`src/rtl/cmacc_pkg.sv`:
```
// Shared types, latency constant and saturation helper for the framed complex MAC.
package cmacc_pkg;

    localparam int unsigned CMACC_LAT = 5;
    localparam int unsigned SAT_MAXW  = 64;

    typedef struct packed {
        logic valid;
        logic first;
        logic last;
    } cmacc_tag_t;

    // Clamp a wide signed value into a w-bit signed range (w <= SAT_MAXW).
    function automatic logic signed [SAT_MAXW-1:0] cmacc_sat(
        input logic signed [SAT_MAXW:0] v,
        input int unsigned              w
    );
        logic signed [SAT_MAXW:0] one;
        logic signed [SAT_MAXW:0] hi;
        logic signed [SAT_MAXW:0] lo;
        one    = '0;
        one[0] = 1'b1;
        hi     = (one <<< (w - 1)) - one;
        lo     = -hi - one;
        if (v > hi) begin
            return hi[SAT_MAXW-1:0];
        end else if (v < lo) begin
            return lo[SAT_MAXW-1:0];
        end
        return v[SAT_MAXW-1:0];
    endfunction

endpackage

```
`src/rtl/cmult3.sv`:
```
// Four-stage 3-multiplier complex product (optionally by conj(b)) with tag passthrough.
module cmult3
    import cmacc_pkg::*;
#(
    parameter int unsigned AWIDTH  = 16,
    parameter int unsigned BWIDTH  = 18,
    parameter int unsigned SIZEOUT = 40
) (
    input  logic                      clk_i,
    input  logic                      rst_i,
    input  cmacc_tag_t                tag_i,
    input  logic                      conj_i,
    input  logic signed [AWIDTH-1:0]  ar_i,
    input  logic signed [AWIDTH-1:0]  ai_i,
    input  logic signed [BWIDTH-1:0]  br_i,
    input  logic signed [BWIDTH-1:0]  bi_i,
    output cmacc_tag_t                tag_o,
    output logic signed [SIZEOUT-1:0] pr_o,
    output logic signed [SIZEOUT-1:0] pi_o
);

    localparam int unsigned BNW = BWIDTH + 1;
    localparam int unsigned PW  = AWIDTH + BWIDTH + 2;

    cmacc_tag_t tag1_q, tag2_q, tag3_q, tag4_q;

    logic signed [AWIDTH-1:0]  ar1_q, ai1_q, ar2_q, ai2_q;
    logic signed [BWIDTH-1:0]  br1_q, bi1_q;
    logic                      conj1_q;
    logic signed [BNW-1:0]     bn_d, bn2_q;
    logic signed [AWIDTH:0]    ad2_q;
    logic signed [BWIDTH+1:0]  bs2_q, bp2_q;
    logic signed [PW-1:0]      mc3_q, mr3_q, mi3_q;
    logic signed [SIZEOUT-1:0] pr4_q, pi4_q;

    // One extra bit so negating the most negative bi cannot overflow.
    always_comb begin
        bn_d = BNW'(bi1_q);
        if (conj1_q) begin
            bn_d = -bn_d;
        end
    end

    always_ff @(posedge clk_i) begin
        if (rst_i) begin
            tag1_q <= '0;
            tag2_q <= '0;
            tag3_q <= '0;
            tag4_q <= '0;
        end else begin
            tag1_q <= tag_i;
            tag2_q <= tag1_q;
            tag3_q <= tag2_q;
            tag4_q <= tag3_q;
        end
    end

    always_ff @(posedge clk_i) begin
        ar1_q   <= ar_i;
        ai1_q   <= ai_i;
        br1_q   <= br_i;
        bi1_q   <= bi_i;
        conj1_q <= conj_i;

        ar2_q   <= ar1_q;
        ai2_q   <= ai1_q;
        bn2_q   <= bn_d;
        ad2_q   <= (AWIDTH+1)'(ar1_q) - (AWIDTH+1)'(ai1_q);
        bs2_q   <= (BWIDTH+2)'(br1_q) - (BWIDTH+2)'(bn_d);
        bp2_q   <= (BWIDTH+2)'(br1_q) + (BWIDTH+2)'(bn_d);

        mc3_q   <= PW'(bn2_q) * PW'(ad2_q);
        mr3_q   <= PW'(ar2_q) * PW'(bs2_q);
        mi3_q   <= PW'(ai2_q) * PW'(bp2_q);

        pr4_q   <= SIZEOUT'(mr3_q) + SIZEOUT'(mc3_q);
        pi4_q   <= SIZEOUT'(mi3_q) + SIZEOUT'(mc3_q);
    end

    assign tag_o = tag4_q;
    assign pr_o  = pr4_q;
    assign pi_o  = pi4_q;

endmodule

```
`src/rtl/cmacc_frame.sv`:
```
// Framed complex multiply-accumulate: frame counter, cmult3 product pipe and S5 accumulator.
// Define CMACC_SAT_EN for saturating accumulation with a per-frame sticky overflow flag.
module cmacc_frame
    import cmacc_pkg::*;
#(
    parameter int unsigned AWIDTH  = 16,
    parameter int unsigned BWIDTH  = 18,
    parameter int unsigned SIZEOUT = 40,
    parameter int unsigned LENW    = 16
) (
    input  logic                      clk_i,
    input  logic                      rst_i,
    input  logic [LENW-1:0]           acc_len_i,
    input  logic                      in_valid_i,
    input  logic                      conj_i,
    input  logic signed [AWIDTH-1:0]  ar_i,
    input  logic signed [AWIDTH-1:0]  ai_i,
    input  logic signed [BWIDTH-1:0]  br_i,
    input  logic signed [BWIDTH-1:0]  bi_i,
    output logic                      out_valid_o,
    output logic signed [SIZEOUT-1:0] pr_o,
    output logic signed [SIZEOUT-1:0] pi_o,
    output logic                      out_ovf_o,
    output logic                      frame_active_o
);

`ifdef CMACC_SAT_EN
    localparam int unsigned SW = SIZEOUT + 1;
`else
    localparam int unsigned SW = SIZEOUT;
`endif

    logic [LENW-1:0] cnt_q, cnt_d, len_q, len_d, len_cur;
    logic            first_in, last_in;
    cmacc_tag_t      tag_in, p_tag;

    logic signed [SIZEOUT-1:0] p_re, p_im;
    logic signed [SIZEOUT-1:0] acc_re_q, acc_im_q, acc_re_d, acc_im_d;
    logic signed [SIZEOUT-1:0] pr_q, pi_q;
    logic signed [SW-1:0]      sum_re, sum_im;
    logic                      out_valid_q;

    // Frame length is taken from acc_len only on the first accepted sample.
    always_comb begin
        first_in = (cnt_q == '0);
        len_cur  = len_q;
        if (first_in) begin
            len_cur = (acc_len_i == '0) ? LENW'(1) : acc_len_i;
        end
        last_in = (cnt_q == len_cur - LENW'(1));
        cnt_d   = cnt_q;
        len_d   = len_q;
        if (in_valid_i) begin
            cnt_d = last_in ? '0 : cnt_q + LENW'(1);
            if (first_in) begin
                len_d = len_cur;
            end
        end
    end

    assign tag_in = '{valid: in_valid_i, first: first_in, last: last_in};

    cmult3 #(
        .AWIDTH (AWIDTH),
        .BWIDTH (BWIDTH),
        .SIZEOUT(SIZEOUT)
    ) u_cmult3 (
        .clk_i (clk_i),
        .rst_i (rst_i),
        .tag_i (tag_in),
        .conj_i(conj_i),
        .ar_i  (ar_i),
        .ai_i  (ai_i),
        .br_i  (br_i),
        .bi_i  (bi_i),
        .tag_o (p_tag),
        .pr_o  (p_re),
        .pi_o  (p_im)
    );

`ifdef CMACC_SAT_EN
    logic step_ovf, frame_ovf, ovf_q, out_ovf_q;
`endif

    always_comb begin
        sum_re = SW'(acc_re_q) + SW'(p_re);
        sum_im = SW'(acc_im_q) + SW'(p_im);
`ifdef CMACC_SAT_EN
        acc_re_d  = SIZEOUT'(cmacc_sat((SAT_MAXW+1)'(sum_re), SIZEOUT));
        acc_im_d  = SIZEOUT'(cmacc_sat((SAT_MAXW+1)'(sum_im), SIZEOUT));
        step_ovf  = (sum_re[SW-1] ^ sum_re[SW-2]) | (sum_im[SW-1] ^ sum_im[SW-2]);
        frame_ovf = p_tag.first ? 1'b0 : (ovf_q | step_ovf);
`else
        acc_re_d = sum_re;
        acc_im_d = sum_im;
`endif
        if (p_tag.first) begin
            acc_re_d = p_re;
            acc_im_d = p_im;
        end
    end

    always_ff @(posedge clk_i) begin
        if (rst_i) begin
            cnt_q       <= '0;
            len_q       <= '0;
            acc_re_q    <= '0;
            acc_im_q    <= '0;
            pr_q        <= '0;
            pi_q        <= '0;
            out_valid_q <= 1'b0;
        end else begin
            cnt_q       <= cnt_d;
            len_q       <= len_d;
            out_valid_q <= p_tag.valid & p_tag.last;
            if (p_tag.valid) begin
                acc_re_q <= acc_re_d;
                acc_im_q <= acc_im_d;
                if (p_tag.last) begin
                    pr_q <= acc_re_d;
                    pi_q <= acc_im_d;
                end
            end
        end
    end

`ifdef CMACC_SAT_EN
    always_ff @(posedge clk_i) begin
        if (rst_i) begin
            ovf_q     <= 1'b0;
            out_ovf_q <= 1'b0;
        end else begin
            out_ovf_q <= p_tag.valid & p_tag.last & frame_ovf;
            if (p_tag.valid) begin
                ovf_q <= p_tag.last ? 1'b0 : frame_ovf;
            end
        end
    end
    assign out_ovf_o = out_ovf_q;
`else
    assign out_ovf_o = 1'b0;
`endif

    assign out_valid_o    = out_valid_q;
    assign pr_o           = pr_q;
    assign pi_o           = pi_q;
    assign frame_active_o = (cnt_q != '0);

endmodule

```
`config.mk`:
```
export PLATFORM = sky130hd
export DESIGN_NAME = cmacc_frame
export DESIGN_NICKNAME = d
export VERILOG_FILES = /design/src/rtl/cmacc_pkg.sv /design/src/rtl/cmult3.sv /design/src/rtl/cmacc_frame.sv
export SDC_FILE = /design/constraint.sdc
export NUM_CORES = 2
export LEC_CHECK = 0
export CAP_MARGIN = 40
export CELL_PAD_IN_SITES_DETAIL_PLACEMENT = 0
export CELL_PAD_IN_SITES_GLOBAL_PLACEMENT = 1
export CORE_UTILIZATION = 30
export CTS_CLUSTER_SIZE = 24
export DETAILED_ROUTE_END_ITERATION = 7
export PLACE_DENSITY = 0.52
export SYNTH_ARGS = -nofsm -noshare
export SYNTH_HDL_FRONTEND = slang
export SYNTH_HIERARCHICAL = 1
export SYNTH_SLANG_ARGS = --single-unit
```
`constraint.sdc`:
```
create_clock -name clk_i -period 15.1 [get_ports clk_i]
set_input_delay 3.02 -clock clk_i [delete_from_list [all_inputs] [get_ports clk_i]]
set_output_delay 3.02 -clock clk_i [all_outputs]
set_load 0.01 [all_outputs]
```
Word-level counts from Yosys, hierarchy flattened
Index checks and enable logic that the tools add are counted.
{"block": "totals", "regBits": 570, "inputBits": 88, "out_inout_bits": 83, "wordCells": 61}
{"block": "classes", "n_mux": 6, "n_eq_ne": 1, "bitwise_logic": 1, "n_addsub": 10, "n_mul": 3, "reduce_logical": 5}
{"operator": "$add 40x40->40", "count": 2}
{"operator": "$mux 40", "count": 2}
{"operator": "$add 36x36->37", "count": 2}
{"operator": "$mul 16x20->36", "count": 2}
{"operator": "$mux 16", "count": 3}
{"operator": "$mul 19x17->36", "count": 1}
{"operator": "$logic_not 16->1", "count": 2}
{"operator": "$add 18x19->20", "count": 1}
{"operator": "$sub 18x19->20", "count": 1}
{"operator": "$mux 19", "count": 1}
{"operator": "$neg 18->19", "count": 1}
{"operator": "$sub 16x16->17", "count": 1}
{"operator": "$add 16x1->16 const B", "count": 1}
{"operator": "$eq 16x16->1", "count": 1}
{"operator": "$reduce_bool 16->1", "count": 1}
{"operator": "$sub 16x1->16 const B", "count": 1}
{"operator": "$reduce_and 2->1", "count": 2}
{"operator": "$and 1x1->1", "count": 1}

Depth between registers and ports, before layout
{"block": "depth", "ltp_word": 6, "depth_mapped": 25}

Cells and area by module
The synthesis kept the hierarchy.
{"mod": "cmult3", "cells_each": 5215, "area_each_um2": 49083.3, "instances": 1}
{"mod": "cmacc_frame", "cells_each": 1573, "area_each_um2": 12493.2, "instances": 1}

Worst setup path before layout
OpenSTA, ideal clock, no wires.
{"block": "synth_timing", "path_kind": "reg-to-reg", "startpoint": "register u_cmult3.bs2_q[11]", "endpoint": "register u_cmult3.mr3_q[35]", "n_path_buf": 1, "arrival_time_ps": 5989, "stages_incl_launch_ff": 23, "setup_slack_ps": 9033, "synth_period_minus_slack_ps": 6067, "setup_ps": 78, "cell_sequence": "dfxtp_1 clkbuf_1 nand2_1 fa_1 fa_1 fa_1 inv_1 fa_1 fa_1 inv_1 fa_1 inv_1 ha_1 a21o_1 a21o_1 a21oi_1 a21oi_1 a211oi_4 a31oi_1 a211o_1 a21o_1 and4_1 nor3_1"}
{"block": "synth_via", "elab_chain_cells": 1}
{"item": "start, declared", "line_no": "cmult3.sv:32", "rtl": "logic signed [BWIDTH+1:0] bs2_q, bp2_q;"}
{"item": "start signal, assigned", "line_no": "cmult3.sv:69", "rtl": "bs2_q <= (BWIDTH+2)'(br1_q) - (BWIDTH+2)'(bn_d);"}
{"item": "$mul 16x20->36", "line_no": "cmult3.sv:73", "rtl": "mr3_q <= PW'(ar2_q) * PW'(bs2_q);"}
{"item": "end signal, assigned", "line_no": "cmult3.sv:73"}
{"item": "end, declared", "line_no": "cmult3.sv:33", "rtl": "logic signed [PW-1:0] mc3_q, mr3_q, mi3_q;"}
No other way between the ends.
A chain may end at the register's enable or synchronous reset.

Worst setup path after layout
{"block": "layout_timing", "startpoint": "register u_cmult3.ad2_q[2]", "endpoint": "register u_cmult3.mc3_q[35]"}
{"block": "layout_via", "elab_chain_cells": 1}
{"item": "start, declared", "line_no": "cmult3.sv:31", "rtl": "logic signed [AWIDTH:0] ad2_q;"}
{"item": "start signal, assigned", "line_no": "cmult3.sv:68", "rtl": "ad2_q <= (AWIDTH+1)'(ar1_q) - (AWIDTH+1)'(ai1_q);"}
{"item": "$mul 19x17->36", "line_no": "cmult3.sv:72", "rtl": "mc3_q <= PW'(bn2_q) * PW'(ad2_q);"}
{"item": "end signal, assigned", "line_no": "cmult3.sv:72"}
{"item": "end, declared", "line_no": "cmult3.sv:33"}
No other way between the ends.

==> metrics <==
status finished clean; die height roughly 460 um; Worst EP arrival 7.70 ns; Worst setup SP type flip-flop; IO Count about 170; most common cell in the netlist inv_1; post-CTS setup buffer count 0; Sequential cell area about 11000 sq um; Final Hold Vio Count 0; core box area approximately 200000 sq um; Fillers roughly 21000; DRT iter0 DRCs roughly 2500; Post-synth EDFFs 0; actual slew at the worst max-slew pin 0.987 ns; initial antenna violation count 14; post-CTS sizing 0; max cap viols 0; vias per inst roughly 4.7; share of cells above drive strength 1 0.0351; Max Slew Vio Count 0; Setup Viol. Count Final 0; CTS sink cnt approximately 560; synth cell count leaders inv_1, fa_1, nand2_1, dfxtp_1, ha_1; Worst Skew 0.0595 ns; Final Cycle Share 0.473; reg-to-reg slack, setup ~8.0 ns; Clk pin slew, worst setup/hold paths about 0.060 ns; CTS tree built; Synth Area in Adders 0.412; vias post-DR ~45000; Post-CTS Hold Fix Bufs 0; post-synthesis xor/xnor area fraction 0.0461; Crit Path Category flip-flop to flip-flop; Final nets 8370; Compound-Gate Fraction of Synth Area 0.110; yosys warns 6; CP Max Fanout 19; total track usage 0.187; Clock H-tree levels 3; Seq/Total Area, Yosys 0.183; post-synthesis mux area share 0.00860; TNS Setup 0 ns; Synth Area in Simple Gates 0.151; Starting Density 0.303; Die Footprint around 210000 sq um; crit path time final 7.14 ns; DRC violations left 0; number of CTS-inserted buffers 75; DR WL/cell roughly 20 um; clk buf depth 3; Synth Instances a little under 7000; Remaining Overflow, GRT 0; post-synth top area cell fa_1; Synth Cell Area 61600 sq um; Multi-input gate area around 45000 sq um; Syn Nets between 8000 and 9000; ys flop type dfxtp_1; Avg Inst Size Synth slightly above 9 sq um; ys async rst share 0; Core Rows between 150 and 200; first-pass iteration count of the detailed router 5; antenna-violating nets left 0; ranking of synthesized cells by area fa_1, dfxtp_1, ha_1, inv_1, and2_1; Crit. End Element flip-flop; clock root buffer clkbuf_16; RSZ-0062 raised after global routing no; Rel. slew slack 0.338; number of synthesized register bits about 560; number of global-route vias before repair between 40000 and 50000; fmax roughly 140 MHz; Die X approximately 460 um; count of cell types in the netlist 95; largest net degree at the start of global routing 90; clk_lat worst skew ~0.73 ns; drt total wl between 150000 and 200000 um; worst hold path class flip-flop to flip-flop; Final HPWL DP between 150000 and 200000 um; Synth-to-Final Area Change 12.1%; placer congestion estimate 0.812; first-pass GRT wire length slightly below 300000 um; CP Data Required Time approximately 16 ns; Synth top area share 0.315; port bufs 169; largest family of logic cells by synthesized area adder cells
==> metal layers <==
layer,up-vias,routed length (um),global-route usage
li1,21576,-,-
met1,22504,88600,0.253
met2,785,85200,0.300
met3,225,7760,0.0286
met4,0,7470,0.0718
met5,-,0,0
==> per-stage QoR <==
step                cell area (sq um)  setup WS [ns]  instances  hold WS (ns)   util
CTS                             69000           8.05       9568         0.355  0.340
detailed placement              66400           8.15       9431         0.343  0.327
global placement                65800           8.18       9400         0.348  0.324
global route                    69000           7.69       9569         0.364  0.340
floorplan                       61600           9.03       6788         0.331      -
finish                          69000           7.96       9575         0.354  0.340
==> layout by cell type (no fill, tap or decap), drive strengths merged, types with 40 or more instances in the layout <==
master,instances
nor2,378
nand3,53
nor3,64
a211oi,137
inv,1181
mux2i,46
nand2b,47
a21oi,306
nor2b,48
xor2,99
a31oi,40
ha,477
o21ai,199
clkbuf,109
a21o,113
nand2,694
o21a,43
xnor2,224
dfxtp,563
clkdlybuf4s50,168
buf,65
fa,969
and2,468
==> final timing paths <==
path | cells after the start | to | start
setup / recovery | 18 | u_cmult3/mc3_q[35]$_DFF_P_ | u_cmult3/ad2_q[2]$_DFF_P_
hold / removal | 0 | u_cmult3/ar2_q[0]$_DFF_P_ | u_cmult3/ar1_q[0]$_DFF_P_
setup reg to reg | 18 | u_cmult3/mc3_q[35]$_DFF_P_ | u_cmult3/ad2_q[2]$_DFF_P_
hold reg to reg | 0 | u_cmult3/ar2_q[0]$_DFF_P_ | u_cmult3/ar1_q[0]$_DFF_P_
==> logic make-up after synthesis <==
family	Yosys count
simple gates	1914
fa+ha+maj	1446
buf+inv	1443
compound gates	1047
flops	563
xor+xnor	323
mux	51
other cells	1
==> final cells by class <==
class                           count  share of cell area
Tap cell                         2672              0.0484
Antenna cell                        7            0.000254
Timing Repair Buffer              233              0.0365
Inverter                         1181              0.0643
Clock inverter                     28             0.00625
Sequential cell                   563               0.163
Multi-Input combinational cell   4782               0.649
Clock buffer                      109              0.0315
==> registers in the layout, indices dropped and copies added, names as in the netlist, 19 cells and up <==
signal	count
acc_im_q	40
acc_re_q	40
pi_o	40
pr_o	40
u_cmult3/pi_o	37
u_cmult3/pr_o	37
u_cmult3/mc3_q	36
u_cmult3/mi3_q	36
u_cmult3/mr3_q	36
u_cmult3/bp2_q	20
u_cmult3/bn2_q	19
u_cmult3/bs2_q	19
==> critical path, cell delays in order (launching register included) <==
cell and delay, ns:
dfxtp_1 0.87, nand2_1 0.17, fa_1 0.55, fa_1 0.54
fa_1 0.52, inv_1 0.05, fa_1 0.49, fa_1 0.50
inv_1 0.05, fa_1 0.50, inv_1 0.05, ha_1 0.32
a21oi_1 0.18, nand2_1 0.07, o21ai_1 0.31, o21ai_1 0.22
a211oi_1 0.83, a21oi_1 0.31, a311o_1 0.43
Power is not shown: default switching activity piles up to over one toggle a cycle in this logic, so the estimate is an artifact.
